## src/rtl/vernier_step_gen_if.sv

```systemverilog
// Step-issue bus for vernier_step_gen: sweep control, step handshake and capture status.
// The master side is the generator; the slave side is the sequencer/capture engine.
interface vernier_step_gen_if;
  logic        start;
  logic        stop;
  logic        cont;
  logic [7:0]  num_avg;
  logic [7:0]  step_t;
  logic [15:0] point_time;
  logic        step_valid;
  logic        step_ready;
  logic        capture_done;
  logic        busy;
  logic        sweep_done;
  logic        timeout_err;

  modport master (
    input  start, stop, cont, num_avg, step_ready, capture_done,
    output step_t, point_time, step_valid, busy, sweep_done, timeout_err
  );

  modport slave (
    output start, stop, cont, num_avg, step_ready, capture_done,
    input  step_t, point_time, step_valid, busy, sweep_done, timeout_err
  );
endinterface

```

## src/rtl/vernier_step_gen.sv

```systemverilog
// Vernier phase-step sweep generator: issues T_MIN..T_MAX (num_avg times each) with an accumulated point time.
// Optional capture watchdog enabled by defining VERNIER_TIMEOUT_EN.
module vernier_step_gen #(
  parameter int unsigned T_MIN     = 2,
  parameter int unsigned T_MAX     = 120,
  parameter int unsigned STEP_PS   = 88,
  parameter int unsigned OFFSET_PS = 11,
  parameter int unsigned TIMEOUT   = 1023
) (
  input  logic               clk,
  input  logic               rst_n,
  vernier_step_gen_if.master bus
);

  localparam logic [15:0] PT_INIT = 16'(STEP_PS * T_MIN + OFFSET_PS);
  localparam logic [15:0] PT_STEP = 16'(STEP_PS);
  localparam logic [6:0]  T_FIRST = 7'(T_MIN);
  localparam logic [6:0]  T_LAST  = 7'(T_MAX);

  if (T_MIN > T_MAX || T_MAX > 127 || TIMEOUT < 1) begin : g_param_check
    $error("vernier_step_gen: invalid parameter set");
  end

  typedef enum logic [2:0] {IDLE, ISSUE, WAIT, NEXT, DONE} state_t;

  state_t      state_q;
  logic [6:0]  t_q;
  logic        par_q;
  logic [15:0] pt_q;
  logic [7:0]  avg_q;
  logic [7:0]  avg_d;
  logic [7:0]  navg_q;
  logic        valid_q;
  logic        busy_q;
  logic        sdone_q;

  assign avg_d = avg_q + 8'd1;

`ifdef VERNIER_TIMEOUT_EN
  localparam int WD_W = $clog2(TIMEOUT + 1);
  logic [WD_W-1:0] wd_q;
  logic [WD_W-1:0] wd_d;
  logic            terr_q;

  assign wd_d = wd_q + WD_W'(1);
  assign bus.timeout_err = terr_q;
`else
  assign bus.timeout_err = 1'b0;
`endif

  always_ff @(posedge clk or negedge rst_n) begin
    if (!rst_n) begin
      state_q <= IDLE;
      t_q     <= '0;
      par_q   <= 1'b0;
      pt_q    <= '0;
      avg_q   <= '0;
      navg_q  <= '0;
      valid_q <= 1'b0;
      busy_q  <= 1'b0;
      sdone_q <= 1'b0;
`ifdef VERNIER_TIMEOUT_EN
      wd_q    <= '0;
      terr_q  <= 1'b0;
`endif
    end else begin
      sdone_q <= 1'b0;
      // stop overrides everything, including a simultaneous start; position and parity hold
      if (bus.stop) begin
        state_q <= IDLE;
        valid_q <= 1'b0;
        busy_q  <= 1'b0;
      end else begin
        case (state_q)
          IDLE: begin
            if (bus.start) begin
              navg_q  <= (bus.num_avg == 8'd0) ? 8'd1 : bus.num_avg;
              t_q     <= T_FIRST;
              pt_q    <= PT_INIT;
              avg_q   <= '0;
              valid_q <= 1'b1;
              busy_q  <= 1'b1;
              state_q <= ISSUE;
`ifdef VERNIER_TIMEOUT_EN
              terr_q  <= 1'b0;
`endif
            end
          end
          ISSUE: begin
            if (bus.step_ready) begin
              valid_q <= 1'b0;
              state_q <= WAIT;
`ifdef VERNIER_TIMEOUT_EN
              wd_q    <= '0;
`endif
            end
          end
          WAIT: begin
`ifdef VERNIER_TIMEOUT_EN
            if (bus.capture_done) begin
              state_q <= NEXT;
            end else if (wd_d == WD_W'(TIMEOUT)) begin
              terr_q  <= 1'b1;
              state_q <= NEXT;
            end else begin
              wd_q <= wd_d;
            end
`else
            if (bus.capture_done) begin
              state_q <= NEXT;
            end
`endif
          end
          NEXT: begin
            if (avg_d < navg_q) begin
              avg_q   <= avg_d;
              valid_q <= 1'b1;
              state_q <= ISSUE;
            end else if (t_q == T_LAST) begin
              sdone_q <= 1'b1;
              par_q   <= ~par_q;
              state_q <= DONE;
            end else begin
              t_q     <= t_q + 7'd1;
              pt_q    <= pt_q + PT_STEP;
              avg_q   <= '0;
              valid_q <= 1'b1;
              state_q <= ISSUE;
            end
          end
          DONE: begin
            // continuous mode reuses the num_avg latched at the original start
            if (bus.cont) begin
              t_q     <= T_FIRST;
              pt_q    <= PT_INIT;
              avg_q   <= '0;
              valid_q <= 1'b1;
              state_q <= ISSUE;
            end else begin
              busy_q  <= 1'b0;
              state_q <= IDLE;
            end
          end
          default: begin
            valid_q <= 1'b0;
            busy_q  <= 1'b0;
            state_q <= IDLE;
          end
        endcase
      end
    end
  end

  assign bus.step_t     = {par_q, t_q};
  assign bus.point_time = pt_q;
  assign bus.step_valid = valid_q;
  assign bus.busy       = busy_q;
  assign bus.sweep_done = sdone_q;

endmodule

```

## src/flat_wrapper.sv

```systemverilog
// flat-port wrapper written by rule: the top's interface ports become plain ports
module vernier_step_gen_flat 
#(
  parameter int unsigned T_MIN     = 2,
  parameter int unsigned T_MAX     = 120,
  parameter int unsigned STEP_PS   = 88,
  parameter int unsigned OFFSET_PS = 11,
  parameter int unsigned TIMEOUT   = 1023
)
  (clk, rst_n, bus_start, bus_stop, bus_cont, bus_num_avg, bus_step_ready, bus_capture_done, bus_step_t, bus_point_time, bus_step_valid, bus_busy, bus_sweep_done, bus_timeout_err);
  vernier_step_gen_if bus_i ();
  input  logic clk;
  input  logic rst_n;
  input wire logic [$bits(bus_i.start)-1:0] bus_start;
  input wire logic [$bits(bus_i.stop)-1:0] bus_stop;
  input wire logic [$bits(bus_i.cont)-1:0] bus_cont;
  input wire logic [$bits(bus_i.num_avg)-1:0] bus_num_avg;
  input wire logic [$bits(bus_i.step_ready)-1:0] bus_step_ready;
  input wire logic [$bits(bus_i.capture_done)-1:0] bus_capture_done;
  output wire logic [$bits(bus_i.step_t)-1:0] bus_step_t;
  output wire logic [$bits(bus_i.point_time)-1:0] bus_point_time;
  output wire logic [$bits(bus_i.step_valid)-1:0] bus_step_valid;
  output wire logic [$bits(bus_i.busy)-1:0] bus_busy;
  output wire logic [$bits(bus_i.sweep_done)-1:0] bus_sweep_done;
  output wire logic [$bits(bus_i.timeout_err)-1:0] bus_timeout_err;
  assign bus_i.start = bus_start;
  assign bus_i.stop = bus_stop;
  assign bus_i.cont = bus_cont;
  assign bus_i.num_avg = bus_num_avg;
  assign bus_i.step_ready = bus_step_ready;
  assign bus_i.capture_done = bus_capture_done;
  assign bus_step_t = bus_i.step_t;
  assign bus_point_time = bus_i.point_time;
  assign bus_step_valid = bus_i.step_valid;
  assign bus_busy = bus_i.busy;
  assign bus_sweep_done = bus_i.sweep_done;
  assign bus_timeout_err = bus_i.timeout_err;
  vernier_step_gen #(.T_MIN(T_MIN), .T_MAX(T_MAX), .STEP_PS(STEP_PS), .OFFSET_PS(OFFSET_PS), .TIMEOUT(TIMEOUT)) u_core (.clk(clk), .rst_n(rst_n), .bus(bus_i));
endmodule
```

## config.mk

```make
export PLATFORM = sky130hd
export DESIGN_NAME = vernier_step_gen_flat
export DESIGN_NICKNAME = d
export VERILOG_FILES = /design/src/rtl/vernier_step_gen_if.sv /design/src/rtl/vernier_step_gen.sv /design/src/flat_wrapper.sv
export SDC_FILE = /design/constraint.sdc
export NUM_CORES = 1
export LEC_CHECK = 0
export ABC_AREA = 1
export BUFFER_PORTS_ARGS = -buffer_cell sky130_fd_sc_hd__buf_2
export CAP_MARGIN = 20
export CORE_MARGIN = 1
export CORE_UTILIZATION = 61
export CTS_CLUSTER_DIAMETER = 150
export DETAILED_ROUTE_END_ITERATION = 8
export PLACE_DENSITY = 0.87
export SLEW_MARGIN = 40
export SYNTH_ARGS = -nofsm -noshare
export SYNTH_HDL_FRONTEND = slang
export SYNTH_SLANG_ARGS = --single-unit
```

## constraint.sdc

```tcl
create_clock -name clk -period 7 [get_ports clk]
set_input_delay 0.35 -clock clk [delete_from_list [all_inputs] [get_ports clk]]
set_output_delay 0.35 -clock clk [all_outputs]
set_load 0.02 [all_outputs]
```

# Word level (Yosys, flattened, before mapping)
# Cells that the tools add are included.
# Widths: inputs -> output; s select.
# totals
out_inout_bits	28
elab_cells	83
ff_bits	46
# op_classes
order_cmp	1
mux	38
eq_ne	18
bitwise	3
n_reduce_logical	11
add_sub_neg	3
# op_table
op	count
$mux 16	4
$pmux 16 s3	1
$mux 8	5
$mux 7	4
$pmux 8 s3	1
$pmux 7 s3	1
$mux 3	6
$add 16x7->16 const B	1
$ne 3x3->1 const B	5
$pmux 3 s5	1
$mux 1	13
$ne 2x2->1 const B	5
$reduce_and 5->1	2
$reduce_and 3->1	3
$add 8x1->8 const B	1
$logic_not 8->1	1
$lt 8x8->1	1
$add 7x1->7 const B	1
$eq 7x7->1 const B	1
$eq 3x2->1 const B	2
$reduce_and 6->1	1
$pmux 1 s5	1
$ne 4x3->1 const B	1
$reduce_and 4->1	1
other kinds (9)	11

# Logic depth before layout (Yosys ltp)
# depth
word_depth	5
mapped_depth	15

# Worst setup path before layout
# OpenSTA, ideal clock, no wires.
# synth_path
path_kind	reg-to-reg
startpoint	reg u_core.avg_q[0]
endpoint	reg u_core.pt_q[6], in the netlist u_core.bus.point_time[6]
arrival_time_ns	2.129
setup_time_ns	0.076
n_path_buf	2
synth_period_minus_slack_ns	2.205
stages_incl_launch_ff	15
required_time_ns	6.924
path_slack_ns	4.795
cell_sequence	dfrtp_1 nand3_1 inv_1 nand3_1 nand3b_1 xnor2_1 ha_1 a21oi_1 o21a_1 nand3_1 nand2_1 buf_4 buf_6 nand2_1 o21ai_1
# synth_via
elab_chain_len	4
# synth_lines
element	line	text
start: declaration	vernier_step_gen.sv:30	logic [7:0] avg_q;
start signal: assignment	vernier_step_gen.sv:116	avg_q <= avg_d;
$add 8x1->8	vernier_step_gen.sv:37	assign avg_d = avg_q + 8'd1;
$lt 8x8->1	vernier_step_gen.sv:115	if (avg_d < navg_q) begin
$ne 2x2->1 (no source line)	--	
$reduce_and 6->1 (no source line)	--	
end signal: assignment	vernier_step_gen.sv:125	pt_q <= pt_q + PT_STEP;
end: declaration	vernier_step_gen.sv:29	logic [15:0] pt_q;
# No other way between the ends.
# A chain may end at the register's enable or synchronous reset.

# Final worst setup path
# layout_path
startpoint	reg u_core.avg_q[0]
endpoint	reg u_core.t_q[5]
# layout_via
elab_chain_len	4
# layout_lines
element	line	text
$add 8x1->8	vernier_step_gen.sv:37	
$lt 8x8->1	vernier_step_gen.sv:115	
$ne 2x2->1 (no source line)	--	
$reduce_and 6->1 (no source line)	--	
end signal: assignment	vernier_step_gen.sv:124	t_q <= t_q + 7'd1;
end: declaration	vernier_step_gen.sv:27	logic [6:0] t_q;
# No other way between the ends.

==> flow_metrics.env <==
export IMPL_slew_viol_final=0
export IMPL_cts_tree="built"
export IMPL_clock_skew_ns=0.00940
export IMPL_seq_area_frac_synth=0.413
export IMPL_p_leak_nw=1.57
export IMPL_crit_type="flip-flop to flip-flop"
export IMPL_clockRootBuffer="clkbuf_8"
export IMPL_grt_max_degree=45
export IMPL_drt_wl_total_microns=5280
export IMPL_syn_to_final_growth_pct=11.1
export IMPL_crit_buf_inv=1
export IMPL_fin_util=0.724
export IMPL_die_h_microns=68.1
export IMPL_cp_start_kind="flip-flop"
export IMPL_drc_errors=0
export IMPL_period_minus_slack_ns=2.75
export IMPL_grt_pass1_wl_microns=8910
export IMPL_pwr_share_clk=0.205
export IMPL_clkLatencyLatePin_ns=0.30
export IMPL_cts_hold_buf=0
export IMPL_cts_sinks=44
export IMPL_combPwrFrac=0.390
export IMPL_final_common_cell="nand2_1"
export IMPL_wl_met2_microns=2540
export IMPL_clockBufferDepth=2
export IMPL_netlist_instances=356
export IMPL_fin_tns_setup_ns=0
export IMPL_die_x_microns=68.1
export IMPL_io_pins=43
export IMPL_dieArea_sq_um=4640
export IMPL_place_gp_congestion=0.849
export IMPL_num_antenna_cells=0
export IMPL_power_density_nw_per_um2=303
export IMPL_clk_pin_slew_ns=0.08
export IMPL_drt_pass1_iterations=4
export IMPL_port_buffers=40
export IMPL_met3_length_microns=194
export IMPL_report_final_hold_viol_count=0
export IMPL_start_util=0.652
export IMPL_hpwl_microns=3880
export IMPL_cp_top_family="simple AND/OR/NAND/NOR gates"
export IMPL_end_kind="flip-flop"
export IMPL_antenna_found_initial=0
export IMPL_fin_nets=418
export IMPL_syn_area_sq_um=2670
export IMPL_tightest_slew_ns=0.670
export IMPL_first_iter_violations=206
export IMPL_placed_cells=435
export IMPL_swShare=0.413
export IMPL_core_area_sq_um=4090
export IMPL_vias=2346
export IMPL_path_cells="nand3_1 > inv_1 > nand3_1 > nand3b_1 > xnor2_1 > ha_1 > a21oi_1 > o21a_1 > nand3_1 > nand2_2 > nand2_1 > o21ai_1"
export IMPL_ant_nets=0
export IMPL_seq_power_share=0.405
export IMPL_grt_pass1_vias=2088
export IMPL_slew_headroom=0.552
export IMPL_crit_path_top_delay_cell="nand2_2"
export IMPL_ys_ff_latch=44
export IMPL_placed_area_sq_um=2860
export IMPL_ir_worst_vdd_uv=182
export IMPL_r2r_end="u_core.t_q[5]"
export IMPL_cp_max_fo=39
export IMPL_track_usage=0.261
export IMPL_rsz0062_at_grt="false"
export IMPL_final_cell_mix="nand2_1, inv_1, dfrtp_1, buf_2, nand3_1"
export IMPL_critPathMostFrequentCell="nand3_1"
export IMPL_worstReg2RegStart="u_core.avg_q[0]"
export IMPL_wl_per_cell_microns=12.0
export IMPL_cts_repair_resized=0
export IMPL_post_cts_buffers=0
export IMPL_p_int_uw=527
export IMPL_setup_violations=0
export IMPL_yosysWarnings=0
export IMPL_numCtsBuffers=5
export IMPL_finalNonFillerCells=441
export IMPL_fmax_mhz=364
export IMPL_drive_gt1_frac=0.156
export IMPL_vias_per_cell=5.32
export IMPL_worstSetupStartpoint="u_core.avg_q[0]"
export IMPL_wl_met1_microns=2480
export IMPL_design_area_sq_um=2960
export IMPL_rrSetupSlack_ns=4.25
export IMPL_status="completed"
export IMPL_fin_ws_ns=4.25
export IMPL_cts_htree_levels=2
export IMPL_place_ws_ns=4.31
export IMPL_crit_required_ns=7.21
export IMPL_p_sw_uw=371
export IMPL_critPathMaxStageDelay_ns=0.57
export IMPL_rows=23
export IMPL_ys_types=32
export IMPL_hp_class="input port to async pin"
export IMPL_max_cap_viol_count=0
export IMPL_min_period_over_period=0.392
export IMPL_highest_layer="met4"
export IMPL_critPathArrivalTime_ns=2.95
export IMPL_r2r_cells=12
export IMPL_syn_area_per_cell_sq_um=7.49
export IMPL_grt_overflow_total=0
==> worst max path at each step <==
stage | slack, ns | end | cells past startpoint
floorplan | 4.79 | u_core.bus.point_time[6] | 14
global placement | 4.11 | u_core.bus.point_time[13] | 11
detailed placement | 4.31 | u_core.t_q[6] | 12
CTS | 4.25 | u_core.t_q[5] | 12
global route | 3.97 | u_core.t_q[4] | 12
finish | 4.25 | u_core.t_q[5] | 12
==> power groups by stage <==
stage | Clock [mW] | Sequential, mW | Combinational, mW
final | 0.184 | 0.364 | 0.350
after global routing | 0.195 | 0.374 | 0.402
after CTS | 0.188 | 0.363 | 0.352
after detailed placement | 0 | 0.368 | 0.349
after global placement | 0 | 0.366 | 0.336
after floorplan | 0 | 0.390 | 0.240
==> routing by layer <==
layer	global-route usage	vias up
met1	0.333	1089
met3	0.0583	6
li1	-	1205
met4	0.0859	0
met5	0	-
met2	0.434	46
==> cells by family (layout without fill, tap and decap cells) <==
| kind of cell | Yosys count | count (layout) | share of synthesized area |
|---|---|---|---|
| AO/OA/AOI/OAI | 51 | 51 | 0.102 |
| XOR/XNOR | 14 | 14 | 0.0460 |
| adder cells (fa/ha/maj) | 11 | 11 | 0.0516 |
| buffers and inverters | 59 | 93 | 0.0944 |
| flip-flops | 44 | 44 | 0.413 |
| other | 1 | 2 | 0.00141 |
| AND/OR/NAND/NOR | 176 | 176 | 0.291 |
==> cell type report <==
type | instances | area, sq um
clock buffers | 5 | 68.8
fillers | 333 | 1130
clock inverters | 1 | 30.0
multi-input cells | 254 | 1320
inverters | 47 | 176
flip-flops and latches | 44 | 1100
repair buffers | 40 | 203
well taps | 50 | 62.6
==> cells in the mapped netlist <==
cell type / n / share of area
nand2_1: 99 / 0.14
inv_1: 45 / 0.063
dfrtp_1: 44 / 0.41
nand3_1: 26 / 0.049
o21ai_1: 25 / 0.047
nor2_1: 19 / 0.027
o21ai_0: 14 / 0.026
ha_1: 11 / 0.052
xor2_1: 10 / 0.033
nor3_1: 8 / 0.015
a21oi_1: 6 / 0.011
buf_4: 5 / 0.014
nand4_1: 5 / 0.012
or2_2: 5 / 0.012
nand3b_1: 4 / 0.011
xnor2_1: 4 / 0.013
buf_2: 3 / 0.0056
clkbuf_1: 3 / 0.0042
or2_1: 3 / 0.0070
a21oi_2: 2 / 0.0066
inv_2: 2 / 0.0028
nand3_2: 2 / 0.0075
nor2_2: 2 / 0.0047
a21boi_0: 1 / 0.0028
buf_6: 1 / 0.0042
conb_1: 1 / 0.0014
nand2_2: 1 / 0.0023
nand2b_1: 1 / 0.0023
nor4_1: 1 / 0.0023
o211ai_1: 1 / 0.0028
o21a_1: 1 / 0.0028
o21bai_1: 1 / 0.0028
==> state kept, by name (all words and copies together) (netlist names) <==
name	count
u_core.par_q	1
u_core.bus.busy	1
u_core.state_q	3
u_core.bus.step_valid	1
u_core.bus.point_time	14
u_core.t_q	7
u_core.navg_q	8
u_core.bus.sweep_done	1
u_core.avg_q	8
==> per-stage QoR <==
stage	power (mW)	hold slack [ns]
after floorplan	0.631	0.0544
after CTS	0.902	0.0471
after global placement	0.702	0.454
after global routing	0.971	0.0764
after detailed placement	0.717	0.381
final	0.898	0.0225
No activity file was read; power rests on OpenSTA's default activity.
